`config.mk`:
```
export PLATFORM = sky130hd
export DESIGN_NAME = scan_sequencer_3bit
export DESIGN_NICKNAME = d
export VERILOG_FILES = /design/src/rtl/scan_sequencer_3bit_pkg.sv /design/src/rtl/scan_sequencer_3bit_next_ch.sv /design/src/rtl/scan_sequencer_3bit.sv
export SDC_FILE = /design/constraint.sdc
export NUM_CORES = 1
export LEC_CHECK = 0
export BUFFER_PORTS_ARGS = -buffer_cell sky130_fd_sc_hd__buf_2
export CORE_UTILIZATION = 50
export CTS_CLUSTER_DIAMETER = 200
export DETAILED_ROUTE_END_ITERATION = 12
export HOLD_SLACK_MARGIN = 0.08
export PLACE_DENSITY = 0.77
export SLEW_MARGIN = 30
export SYNTH_ARGS = -nofsm -noshare
export SYNTH_HDL_FRONTEND = slang
export SYNTH_SLANG_ARGS = --single-unit
```
`constraint.sdc`:
```
create_clock -name clk -period 9.8 [get_ports clk]
set_clock_uncertainty 0.05 [all_clocks]
set_input_delay 0.49 -clock clk [delete_from_list [all_inputs] [get_ports clk]]
set_output_delay 0.49 -clock clk [all_outputs]
set_load 0.005 [all_outputs]
```
`src/rtl/scan_sequencer_3bit_pkg.sv`:
```
// Shared constants and state type for the 3-bit channel scanner.
package scan_pkg;

  localparam int unsigned NUM_CH = 8;
  localparam int unsigned SEL_W  = 3;
  localparam int unsigned CNT_W  = 8;

  typedef enum logic [1:0] {
    ST_IDLE  = 2'd0,
    ST_DWELL = 2'd1,
    ST_BLANK = 2'd2
  } scan_state_t;

endpackage

```
`src/rtl/scan_sequencer_3bit_next_ch.sv`:
```
// Rotated priority search: next set mask bit strictly above cur_idx, wrapping.
module scan_next_ch
  import scan_pkg::*;
(
  input  logic [SEL_W-1:0]  cur_idx,
  input  logic [NUM_CH-1:0] mask,
  output logic [SEL_W-1:0]  nxt_idx_c,
  output logic              wrap_c,
  output logic              none_c
);

  logic             found;
  logic [SEL_W-1:0] idx;

  // Walk cur+1 .. cur+8 (mod 8); offset 8 lands back on cur for single-channel masks.
  always_comb begin
    nxt_idx_c = cur_idx;
    found     = 1'b0;
    idx       = '0;
    for (int i = 1; i <= int'(NUM_CH); i++) begin
      idx = cur_idx + SEL_W'(i);
      if (!found && mask[idx]) begin
        nxt_idx_c = idx;
        found     = 1'b1;
      end
    end
    none_c = (mask == '0);
    wrap_c = !none_c && (nxt_idx_c <= cur_idx);
  end

endmodule

```
`src/rtl/scan_sequencer_3bit.sv`:
```
// Channel scanner driving a 3-to-8 decoder: dwell per channel, optional blank gap.
module scan_sequencer_3bit
  import scan_pkg::*;
#(
  parameter int unsigned DWELL = 4,
  parameter int unsigned BLANK = 1
) (
  input  logic              clk,
  input  logic              rst_n,
  input  logic              start,
  input  logic              stop,
  input  logic [NUM_CH-1:0] mask,
  output logic [SEL_W-1:0]  sel,
  output logic              sel_en,
  output logic              busy,
  output logic              frame_done
);

  localparam bit               HAS_BLANK = (BLANK != 0);
  localparam logic [CNT_W-1:0] DWELL_LD  = CNT_W'(DWELL - 1);
  localparam logic [CNT_W-1:0] BLANK_LD  = CNT_W'(HAS_BLANK ? BLANK - 1 : 0);

  scan_state_t      state_q, state_d;
  logic [CNT_W-1:0] cnt_q, cnt_d;
  logic [SEL_W-1:0] sel_q, sel_d;
  logic             sel_en_q, sel_en_d;
  logic             busy_q, busy_d;
  logic             frame_done_q, frame_done_d;
  logic             stop_pend_q, stop_pend_d;

  logic [SEL_W-1:0] cur_idx;
  logic [SEL_W-1:0] nxt_idx_c;
  logic             wrap_c;
  logic             none_c;
  logic             stop_eff;
  logic             advance;

  // From IDLE, searching above index 7 yields the lowest set bit.
  assign cur_idx  = (state_q == ST_IDLE) ? SEL_W'(NUM_CH - 1) : sel_q;
  assign stop_eff = stop_pend_q | stop;

  scan_next_ch u_next_ch (
    .cur_idx   (cur_idx),
    .mask      (mask),
    .nxt_idx_c (nxt_idx_c),
    .wrap_c    (wrap_c),
    .none_c    (none_c)
  );

  // Next-state, counter, pending-stop and output computation.
  always_comb begin
    state_d      = state_q;
    cnt_d        = cnt_q;
    sel_d        = sel_q;
    frame_done_d = 1'b0;
    stop_pend_d  = stop_pend_q;
    advance      = 1'b0;

    unique case (state_q)
      ST_IDLE: begin
        if (start && !stop && !none_c) begin
          state_d = ST_DWELL;
          sel_d   = nxt_idx_c;
          cnt_d   = DWELL_LD;
        end
      end
      ST_DWELL: begin
        if (stop) stop_pend_d = 1'b1;
        if (cnt_q == '0) begin
          if (stop_eff) begin
            state_d = ST_IDLE;
          end else if (HAS_BLANK) begin
            state_d = ST_BLANK;
            cnt_d   = BLANK_LD;
          end else begin
            advance = 1'b1;
          end
        end else begin
          cnt_d = cnt_q - CNT_W'(1);
        end
      end
      ST_BLANK: begin
        if (stop) stop_pend_d = 1'b1;
        if (cnt_q == '0) begin
          if (stop_eff) state_d = ST_IDLE;
          else          advance = 1'b1;
        end else begin
          cnt_d = cnt_q - CNT_W'(1);
        end
      end
      default: state_d = ST_IDLE;
    endcase

    // Mask is sampled here only; an empty mask ends the scan.
    if (advance) begin
      if (none_c) begin
        state_d = ST_IDLE;
      end else begin
        state_d      = ST_DWELL;
        sel_d        = nxt_idx_c;
        frame_done_d = wrap_c;
        cnt_d        = DWELL_LD;
      end
    end

    if (state_d == ST_IDLE) begin
      sel_d        = '0;
      cnt_d        = '0;
      stop_pend_d  = 1'b0;
      frame_done_d = 1'b0;
    end

    sel_en_d = (state_d == ST_DWELL);
    busy_d   = (state_d != ST_IDLE);
  end

  // State, counter and registered outputs.
  always_ff @(posedge clk or negedge rst_n) begin
    if (!rst_n) begin
      state_q      <= ST_IDLE;
      cnt_q        <= '0;
      sel_q        <= '0;
      sel_en_q     <= 1'b0;
      busy_q       <= 1'b0;
      frame_done_q <= 1'b0;
      stop_pend_q  <= 1'b0;
    end else begin
      state_q      <= state_d;
      cnt_q        <= cnt_d;
      sel_q        <= sel_d;
      sel_en_q     <= sel_en_d;
      busy_q       <= busy_d;
      frame_done_q <= frame_done_d;
      stop_pend_q  <= stop_pend_d;
    end
  end

  assign sel        = sel_q;
  assign sel_en     = sel_en_q;
  assign busy       = busy_q;
  assign frame_done = frame_done_q;

endmodule
```
Yosys cells after proc, flatten, opt, wreduce, memory -nomap -nowiden
Cells that the tools add are included.
{"block": "word_totals", "regBits": 17, "latch_bits": 0, "ramBits": 0, "romBits": 0, "inputBits": 12, "out_inout_bits": 6, "elab_cells": 118, "mem_count": 0}
{"block": "op_classes", "add_sub_neg": 8, "multipliers": 0, "n_div": 0, "n_lt_le_gt_ge": 9, "eq_ne": 3, "n_shift": 0, "n_mux": 62, "n_bitwise": 1, "n_reduce_logical": 28}
{"cell": "$mux 8", "count": 7}
{"cell": "$mux 3", "count": 14}
{"cell": "$lt 3x4->1 const B", "count": 8}
{"cell": "$mux 1", "count": 25}
{"cell": "$bmux 1 s3", "count": 8}
{"cell": "$pmux 8 s3", "count": 1}
{"cell": "$logic_not 8->1", "count": 2}
{"cell": "$add 3x3->3 const B", "count": 4}
{"cell": "$mux 2", "count": 6}
{"cell": "$logic_and 1x1->1", "count": 10}
{"cell": "$logic_not 1->1", "count": 9}
{"cell": "$sub 8x1->8 const B", "count": 1}
{"cell": "$add 3x2->3 const B", "count": 2}
{"cell": "$pmux 2 s3", "count": 1}
{"cell": "$reduce_bool 2->1", "count": 3}
{"cell": "$eq 2x1->1 const B", "count": 2}
{"cell": "$logic_not 2->1", "count": 2}
{"cell": "$add 3x1->3 const B", "count": 1}
{"cell": "$le 3x3->1", "count": 1}
{"cell": "$eq 2x2->1 const B", "count": 1}
{"cell": "$reduce_and 2->1", "count": 1}
{"cell": "$reduce_or 2->1", "count": 1}
{"cell": "$or 1x1->1", "count": 1}

Longest topological paths before layout
Gate-level depths: netlist of the first run.
{"block": "logic_depth", "depth_word": 32, "mapped_depth": 19, "depth_no_buf": 17}

By module
Synthesis of the first run repeated with hierarchy kept, for this count alone.
{"block": "unflattened", "hier_cells": 206, "area_unflattened_um2": 1974.4}
{"mod": "scan_sequencer_3bit", "n_inst": 1, "cells_each": 106, "area_each_um2": 1019.7, "seq_area_each_um2": 425.4}
{"mod": "scan_next_ch", "n_inst": 1, "cells_each": 100, "area_each_um2": 954.7, "seq_area_each_um2": 0.0}

Least setup slack after synthesis of the first run
Ideal clock, no wire load.
{"block": "synth_path", "kind": "reg2reg", "startpoint": "register state_q[0]", "endpoint": "register frame_done_q, in the netlist frame_done", "setup_time_ns": 0.118, "arrival_time_ns": 3.976, "required_time_ns": 9.632, "path_slack_ns": 5.656, "path_stages_with_launch": 20, "path_buffers": 3, "period_less_slack_ns": 4.144, "cell_sequence": "dfrtp_1 -> inv_1 -> ha_1 -> buf_6 -> nor2_4 -> inv_2 -> clkbuf_1 -> ha_1 -> clkbuf_1 -> mux2i_1 -> o21ai_0 -> a21o_1 -> a211o_1 -> a21oi_1 -> nor2_1 -> ha_1 -> o21ai_0 -> a31o_1 -> a211o_1 -> a21o_1"}
{"block": "synth_via", "elab_chain_cells": 32, "elab_cells_between_ends": 69, "cone_classes": "add/sub (7); order compare (1); eq/ne (2); mux (42); reduce/logical (17)"}
{"item": "start: declaration", "line": "scan_sequencer_3bit.sv:23", "source": "scan_state_t state_q, state_d;"}
{"item": "start signal: assignment", "line": "scan_sequencer_3bit.sv:128", "source": "state_q <= state_d;"}
{"item": "$logic_not 2->1", "line": "scan_sequencer_3bit.sv:39, scan_sequencer_3bit.sv:59"}
{"item": "$mux 3", "line": "scan_sequencer_3bit.sv:39", "source": "assign cur_idx = (state_q == ST_IDLE) ? SEL_W'(NUM_CH - 1) : sel_q;"}
{"item": "$add 3x1->3", "line": "scan_sequencer_3bit_next_ch.sv:21", "source": "idx = cur_idx + SEL_W'(i);"}
{"item": "$bmux 1 s3", "line": "scan_sequencer_3bit_next_ch.sv:22", "source": "if (!found && mask[idx]) begin"}
{"item": "$mux 1 (implied by the code)", "line": "scan_sequencer_3bit_next_ch.sv:22"}
{"item": "$mux 1", "line": "scan_sequencer_3bit_next_ch.sv:22"}
{"item": "$logic_not 1->1", "line": "scan_sequencer_3bit_next_ch.sv:22"}
{"item": "$logic_and 1x1->1", "line": "scan_sequencer_3bit_next_ch.sv:22"}
{"item": "[... 17 more ...]"}
{"item": "$logic_and 1x1->1", "line": "scan_sequencer_3bit_next_ch.sv:22"}
{"item": "$mux 3", "line": "scan_sequencer_3bit_next_ch.sv:22"}
{"item": "$le 3x3->1", "line": "scan_sequencer_3bit_next_ch.sv:28", "source": "wrap_c = !none_c && (nxt_idx_c <= cur_idx);"}
{"item": "$logic_and 1x1->1", "line": "scan_sequencer_3bit_next_ch.sv:28"}
{"item": "$mux 1", "line": "scan_sequencer_3bit.sv:96", "source": "if (none_c) begin"}
{"item": "$mux 1", "line": "scan_sequencer_3bit.sv:95", "source": "if (advance) begin"}
{"item": "$mux 1 *", "line": "scan_sequencer_3bit.sv:106", "source": "if (state_d == ST_IDLE) begin"}
{"item": "named net frame_done_d", "line": "scan_sequencer_3bit.sv:28", "source": "logic frame_done_q, frame_done_d;"}
{"item": "end signal: assignment", "line": "scan_sequencer_3bit.sv:133", "source": "frame_done_q <= frame_done_d;"}
{"item": "end: declaration", "line": "scan_sequencer_3bit.sv:28"}
The timed path passes the listed nets; every way through them passes the cells marked *. The select of a mux whose other input is x is not followed.
A chain may end at the register's enable or synchronous reset.

Worst setup path in the final report of the first run
{"block": "layout_path", "startpoint": "register state_q[1]", "endpoint": "register frame_done_q, in the netlist frame_done"}
The elaborated chain is that of the path after synthesis.

==> metrics, run 1 <==
CTS tree done; cell count of the worst reg-to-reg path 16; Cells after Synth 274; number of cells on the critical path 16; DR vias/cell 6.64; commonest cells after routing, fill and taps aside nor2_1 (32), a21oi_1 (30), nand2_1 (17), dfrtp_1 (17), buf_2 (17); gpl congestion 1.02; Post-CTS Setup Bufs 0; final setup fails 0; CTS buffer count 3; IO Pins 18; H-tree lvl count 1; DRT iter0 DRCs 326; largest net degree at the start of global routing 22; Total Wirelength 5.59 mm; compound-cell area share of the yosys netlist 0.303; post-detail-place hpwl 4.21 mm; Worst slew margin 0.389; post-synthesis sequential area ratio 0.194; initial antenna violation count 0; Root Buffer Master clkbuf_8; Place WS 5.37 ns; asr flop ratio synth 1.00; startpoint type of the worst setup path flip-flop; Vias 2217; Port Buffers 17; first-pass GRT wire length 8.89 mm; Core ar. 4120 um2; endpoints failing hold 0; top cells by area, synth dfrtp_1 (19%), a21oi_1 (6.8%), nor2_1 (5.5%), mux2i_1 (5.0%), ha_1 (4.0%); Critical Path Max Stage Delay 0.77 ns; critical setup path kind flip-flop to flip-flop; initial core utilization 0.533; Crit. End Element flip-flop; FILL cells 386; chip width 68.2 um; mux cell area share after synthesis 0.128; Final ANT Viol Nets 0; Mapped Nets 293; post-synth top area cell dfrtp_1; gr usage total 0.254; remaining global-route overflow 0; Slew @ Worst Pin 0.917 ns; syn_area_per_cell 8.00 um2; commonest non-fill, non-tap cell in the layout nor2_1; Pins Over Slew Limit 0; CP max-delay cell ha_1; CTS Buffer Depth 2; Max Cap Viol 0; min cycle time layout 4.49 ns; vias in the first global route 1767; critical path's top delay family compound AO/OA/AOI/OAI gates; clk slew on worst S/H paths 0.07 ns; Final Non-Filler Cells 334; EDFF count, synth 0; Post-Synth XOR/XNOR Area 0.0314; Netlist cell types 67; Main synth FF type dfrtp_1; Hold Buf Count CTS 0; worst hold path class input port to asynchronous set/reset pin; YS warnings 0; Worst-Skew Late Latency 0.25 ns; Pre-antenna DRT Iters 5; Synth top area share 0.194; layout cell share with drive strength beyond 1 0.173; largest family of logic cells by synthesized area compound AO/OA/AOI/OAI gates; critical path fanouts, max 21; synth-to-layout area growth 5.76%; Setup TNS 0 ns; FP Rows 23; status completed; Final Cycle Share 0.458; flop and latch count out of synthesis 17; CP arrival 4.58 ns; drt drc 0; Cell Area, Synth 2190 um2; placed instance count 330; fin worst setup slack 5.31 ns; critical-path cell list inv_1 > ha_1 > nor2_4 > inv_2 > ha_1 > mux2i_1 > o21ai_0 > a21o_1 > a211o_1 > a21oi_1 > nor2_1 > ha_1 > o21ai_0 > a31o_1 > a211o_1 > a21o_1; clk sinks 17; antenna cells 0; Resized Gates After CTS 0; critical path's most frequent cell ha_1; Die Y 68.2 um; simple-gate share of the synthesized area 0.247; Crit path required time 9.89 ns; die area 4650 um2; Fmax 223 MHz; worst path buffer plus inverter count 2; drt wl/cell 16.7 um; RSZ-0062 raised after global routing no; post-layout net count 304; Adder-Cell Fraction of Synth Area 0.0400
## metrics by stage
step | cell area (um2) | hold WS [ns] | utilization
floorplan | 2190 | 0.144 | -
global placement | 2270 | 0.377 | 0.552
detailed placement | 2270 | 0.385 | 0.552
CTS | 2320 | 0.108 | 0.563
global route | 2320 | 0.119 | 0.563
finish | 2320 | 0.0977 | 0.563
## path summary, 6_finish.rpt
kind	from	endpoint	slack, ns
hold / removal	rst_n	cnt_q[4]	0.1
hold reg to reg	stop_pend_q	stop_pend_q	0.48
max in group asynchronous	rst_n	busy	9.32
setup / recovery	state_q[1]	frame_done	5.31
min in group clk	stop_pend_q	stop_pend_q	0.48
setup reg to reg	state_q[1]	frame_done	5.31
## final cells by class
type	instances	area [um2]	area share
Clock buffer	4	45.0	0.0194
Inverter	14	57.6	0.0248
Multi-Input combinational cell	232	1640	0.709
Sequential cell	17	425	0.183
Tap cell	50	62.6	0.0270
Timing Repair Buffer	17	85.1	0.0367
## sequential cells by signal (all words and copies together) (netlist names)
| register | cells |
|---|---|
| frame_done | 1 |
| sel_en | 1 |
| busy | 1 |
| sel | 3 |
| stop_pend_q | 1 |
| state_q | 2 |
| cnt_q | 8 |
## routing by layer
| metal | up-vias | share of wire | GRT usage |
|---|---|---|---|
| li1 | 1059 | - | - |
| met1 | 1015 | 0.48 | 0.421 |
| met2 | 137 | 0.41 | 0.338 |
| met3 | 6 | 0.10 | 0.0383 |
| met4 | 0 | 0.0048 | 0.0313 |
| met5 | - | 0 | 0 |
## synth_stat cells (3+ instances only)
library cell	n
nand2_1	17
ha_1	7
inv_1	12
nor3_1	10
o21ai_1	3
mux2i_1	11
a311oi_1	3
or3_1	5
a211o_1	5
clkbuf_1	6
nand3_1	8
a21bo_2	3
mux2_2	3
or2_2	3
buf_6	3
xor2_1	4
o21ai_0	14
o22ai_1	3
mux4_2	3
nor4_1	3
nor2_1	32
a21oi_1	30
o221ai_1	3
dfrtp_1	17
mux2_1	3
nand2b_1	4
a31oi_1	6
a211oi_1	5
## cell families after synthesis
| kind of cell | count (synthesis) |
|---|---|
| and+or+nand+nor | 102 |
| AOI/OAI and AO/OA | 94 |
| buffers and inverters | 25 |
| xor gates and xnor gates | 7 |
| DFF | 17 |
| muxes | 22 |
| adders and majority gates | 7 |
Power of run 1 is not shown: default switching activity piles up to over one toggle a cycle in this logic, so the estimate is an artifact.
==> run 2, diff against run 1 <==
ABC_AREA = 1   (was not set)
clock period = 4.4 ns   (was 9.8 ns; I/O delays follow)
==> run 2 against run 1 <==
Register-to-register slack got worse by 4.6 ns. Highest routed layer unchanged. Largest cell class unchanged. Critical endpoint unchanged. Maximum frequency rose by 20%. Sequential share of layout area rose by 0.74 points. Via count fell by 2.2%. Die area fell by 4.9%. First-iteration DRC count fell by 40%. Non-clock buffer count rose by 1.
==> metrics, run 2 <==
status completed; DRT iter0 DRCs 195; IO Pins 18; Biggest register cnt_q; chip width 66.5 um; M1 WL 2.11 mm; CP max-delay cell ha_1; compound-cell area share of the yosys netlist 0.134; Crit. End Element flip-flop; initial core utilization 0.520; Mapped Nets 349; flop and latch count out of synthesis 17; post-detail-place hpwl 4.21 mm; Core ar. 4000 um2; Vias 2168; Root Buffer Master clkbuf_8; clk sinks 17; Slew @ Worst Pin 0.686 ns; CTS buffer count 3; Worst-Skew Late Latency 0.25 ns; Pins Over Slew Limit 0; commonest non-fill, non-tap cell in the layout nand2_1; gr usage total 0.259; Cell Area, Synth 2080 um2; layout cell share with drive strength beyond 1 0.190; CTS Buffer Depth 2; top layer reached by signal wires met4; asr flop ratio synth 1.00; startpoint type of the worst setup path flip-flop; wire length on met3 225 um; RSZ-0062 raised after global routing no; synth-to-layout area growth 7.03%; EDFF count, synth 0; min cycle time layout 3.74 ns; H-tree lvl count 1; worst hold path class input port to flip-flop; syn_area_per_cell 6.31 um2; Synth top area share 0.204; critical-path cell list inv_1 > ha_1 > inv_6 > nand2_4 > ha_1 > inv_1 > nand3_1 > nand3_1 > nand2_1 > inv_2 > nand4_1 > or2_2 > nand2_1 > nand2_1 > nand2_1 > inv_1 > ha_1 > inv_1 > o21bai_1 > nand2_1 > inv_1 > nor2_2; FP Rows 23; CTS tree done; max reg flops 8; Post-Synth XOR/XNOR Area 0.00421; Cells after Synth 330; Critical Path Max Stage Delay 0.60 ns; clk slew on worst S/H paths 0.07 ns; post-synth top area cell dfrtp_1; largest net degree at the start of global routing 18; antenna cells 0; DR vias/cell 5.46; Total Wirelength 5.21 mm; drt drc 0; Pre-antenna DRT Iters 4; CP arrival 3.84 ns; drt wl/cell 13.1 um; first-pass GRT wire length 8.82 mm; post-layout net count 367; endpoints failing hold 0; Final ANT Viol Nets 0; Setup TNS 0 ns; Crit path required time 4.50 ns; final setup fails 0; initial antenna violation count 0; top cells by area, synth dfrtp_1 (20%), nand2_1 (17%), inv_1 (8.7%), nand3_1 (7.5%), nor2_1 (4.9%); critical setup path kind flip-flop to flip-flop; Final Cycle Share 0.850; commonest cells after routing, fill and taps aside nand2_1 (95), inv_1 (48), nand3_1 (31); vias in the first global route 2101; most frequent cell after synthesis nand2_1; mux cell area share after synthesis 0; Port Buffers 17; Fmax 267 MHz; commonest cells in the netlist nand2_1 (95), inv_1 (48), nand3_1 (31), nor2_1 (27), dfrtp_1 (17); die area 4430 um2; post-synthesis sequential area ratio 0.204; critical path fanouts, max 13; Max Cap Viol 0; YS warnings 0; Worst slew margin 0.543; largest family of logic cells by synthesized area simple AND/OR/NAND/NOR gates; Netlist cell types 36; Post-CTS Setup Bufs 0; Main synth FF type dfrtp_1; met2 WL 2.66 mm; simple-gate share of the synthesized area 0.486; gpl congestion 0.911; Adder-Cell Fraction of Synth Area 0.0421; Die Y 66.5 um; remaining global-route overflow 0
[run 2: changes by cell type after synthesis, sizes merged, moves of 5 or more]
cell	delta
inv	+41
mux2	-6
nand3	+31
or3	-5
clkbuf	-5
nor3	-5
nand4	+7
a211o	-5
mux2i	-13
a21oi	-17
nand2	+94
[run 2: stage by stage]
| stage | hold slack [ns] | std cells | setup WS [ns] | area (um2) | util |
|---|---|---|---|---|---|
| 3_5_place_dp | 0.110 | 392 | 0.716 | 2170 | 0.543 |
| 2_1_floorplan | -0.126 | 330 | 1.11 | 2080 | - |
| 6_report | 0.201 | 397 | 0.659 | 2230 | 0.557 |
| 3_3_place_gp | 0.109 | 392 | 0.851 | 2170 | 0.543 |
| 5_1_grt | 0.215 | 397 | 0.315 | 2230 | 0.557 |
| 4_1_cts | 0.197 | 397 | 0.699 | 2230 | 0.557 |
[run 2: layout make-up]
| type | count | area (um2) |
|---|---|---|
| Tap cell | 50 | 62.6 |
| Inverter | 55 | 211 |
| Clock buffer | 3 | 41.3 |
| Multi-Input combinational cell | 253 | 1390 |
| Sequential cell | 17 | 425 |
| Timing Repair Buffer | 18 | 95.1 |
| Clock inverter | 1 | 5.00 |
| Fill cell | 394 | 1770 |
[run 2: path summary, 6_finish.rpt]
check	startpoint	end	slack [ns]	cells after the start
setup / recovery	state_q[0]	frame_done	0.66	22
hold / removal	stop	stop_pend_q	0.20	3
min in group asynchronous	rst_n	sel[1]	0.36	2
max in group asynchronous	rst_n	stop_pend_q	3.66	2
setup reg to reg	state_q[0]	frame_done	0.66	22
hold reg to reg	stop_pend_q	stop_pend_q	0.47	2
[run 2: worst max-delay path: cells and delay by family (launching register included)]
family,cells,cell delay [ns]
adder cells (fa/ha/maj),3,1.23
buffers and inverters,7,0.56
AO/OA/AOI/OAI,1,0.14
AND/OR/NAND/NOR,11,1.22
flip-flops,1,0.41
[run 2: metal layers]
metal  track usage  vias up
li1              -     1099
met1         0.291      978
met2         0.478       70
met3        0.0291       21
met4         0.128        0
met5             0        -
[run 2: kinds of logic (layout without fill, tap and decap cells)]
| kind of cell | after synthesis | after routing |
|---|---|---|
| AOI/OAI and AO/OA | 45 | 45 |
| DFF | 17 | 17 |
| adders and majority gates | 7 | 7 |
| buffers and inverters | 60 | 77 |
| and+or+nand+nor | 200 | 200 |
| xor gates and xnor gates | 1 | 1 |
[run 2: repair_timing]
action,in CTS,in global routing
hold endpoints to repair,17,0
resized for setup,0,0
hold buffers,1,0
Power of run 2 is left out for the same reason.
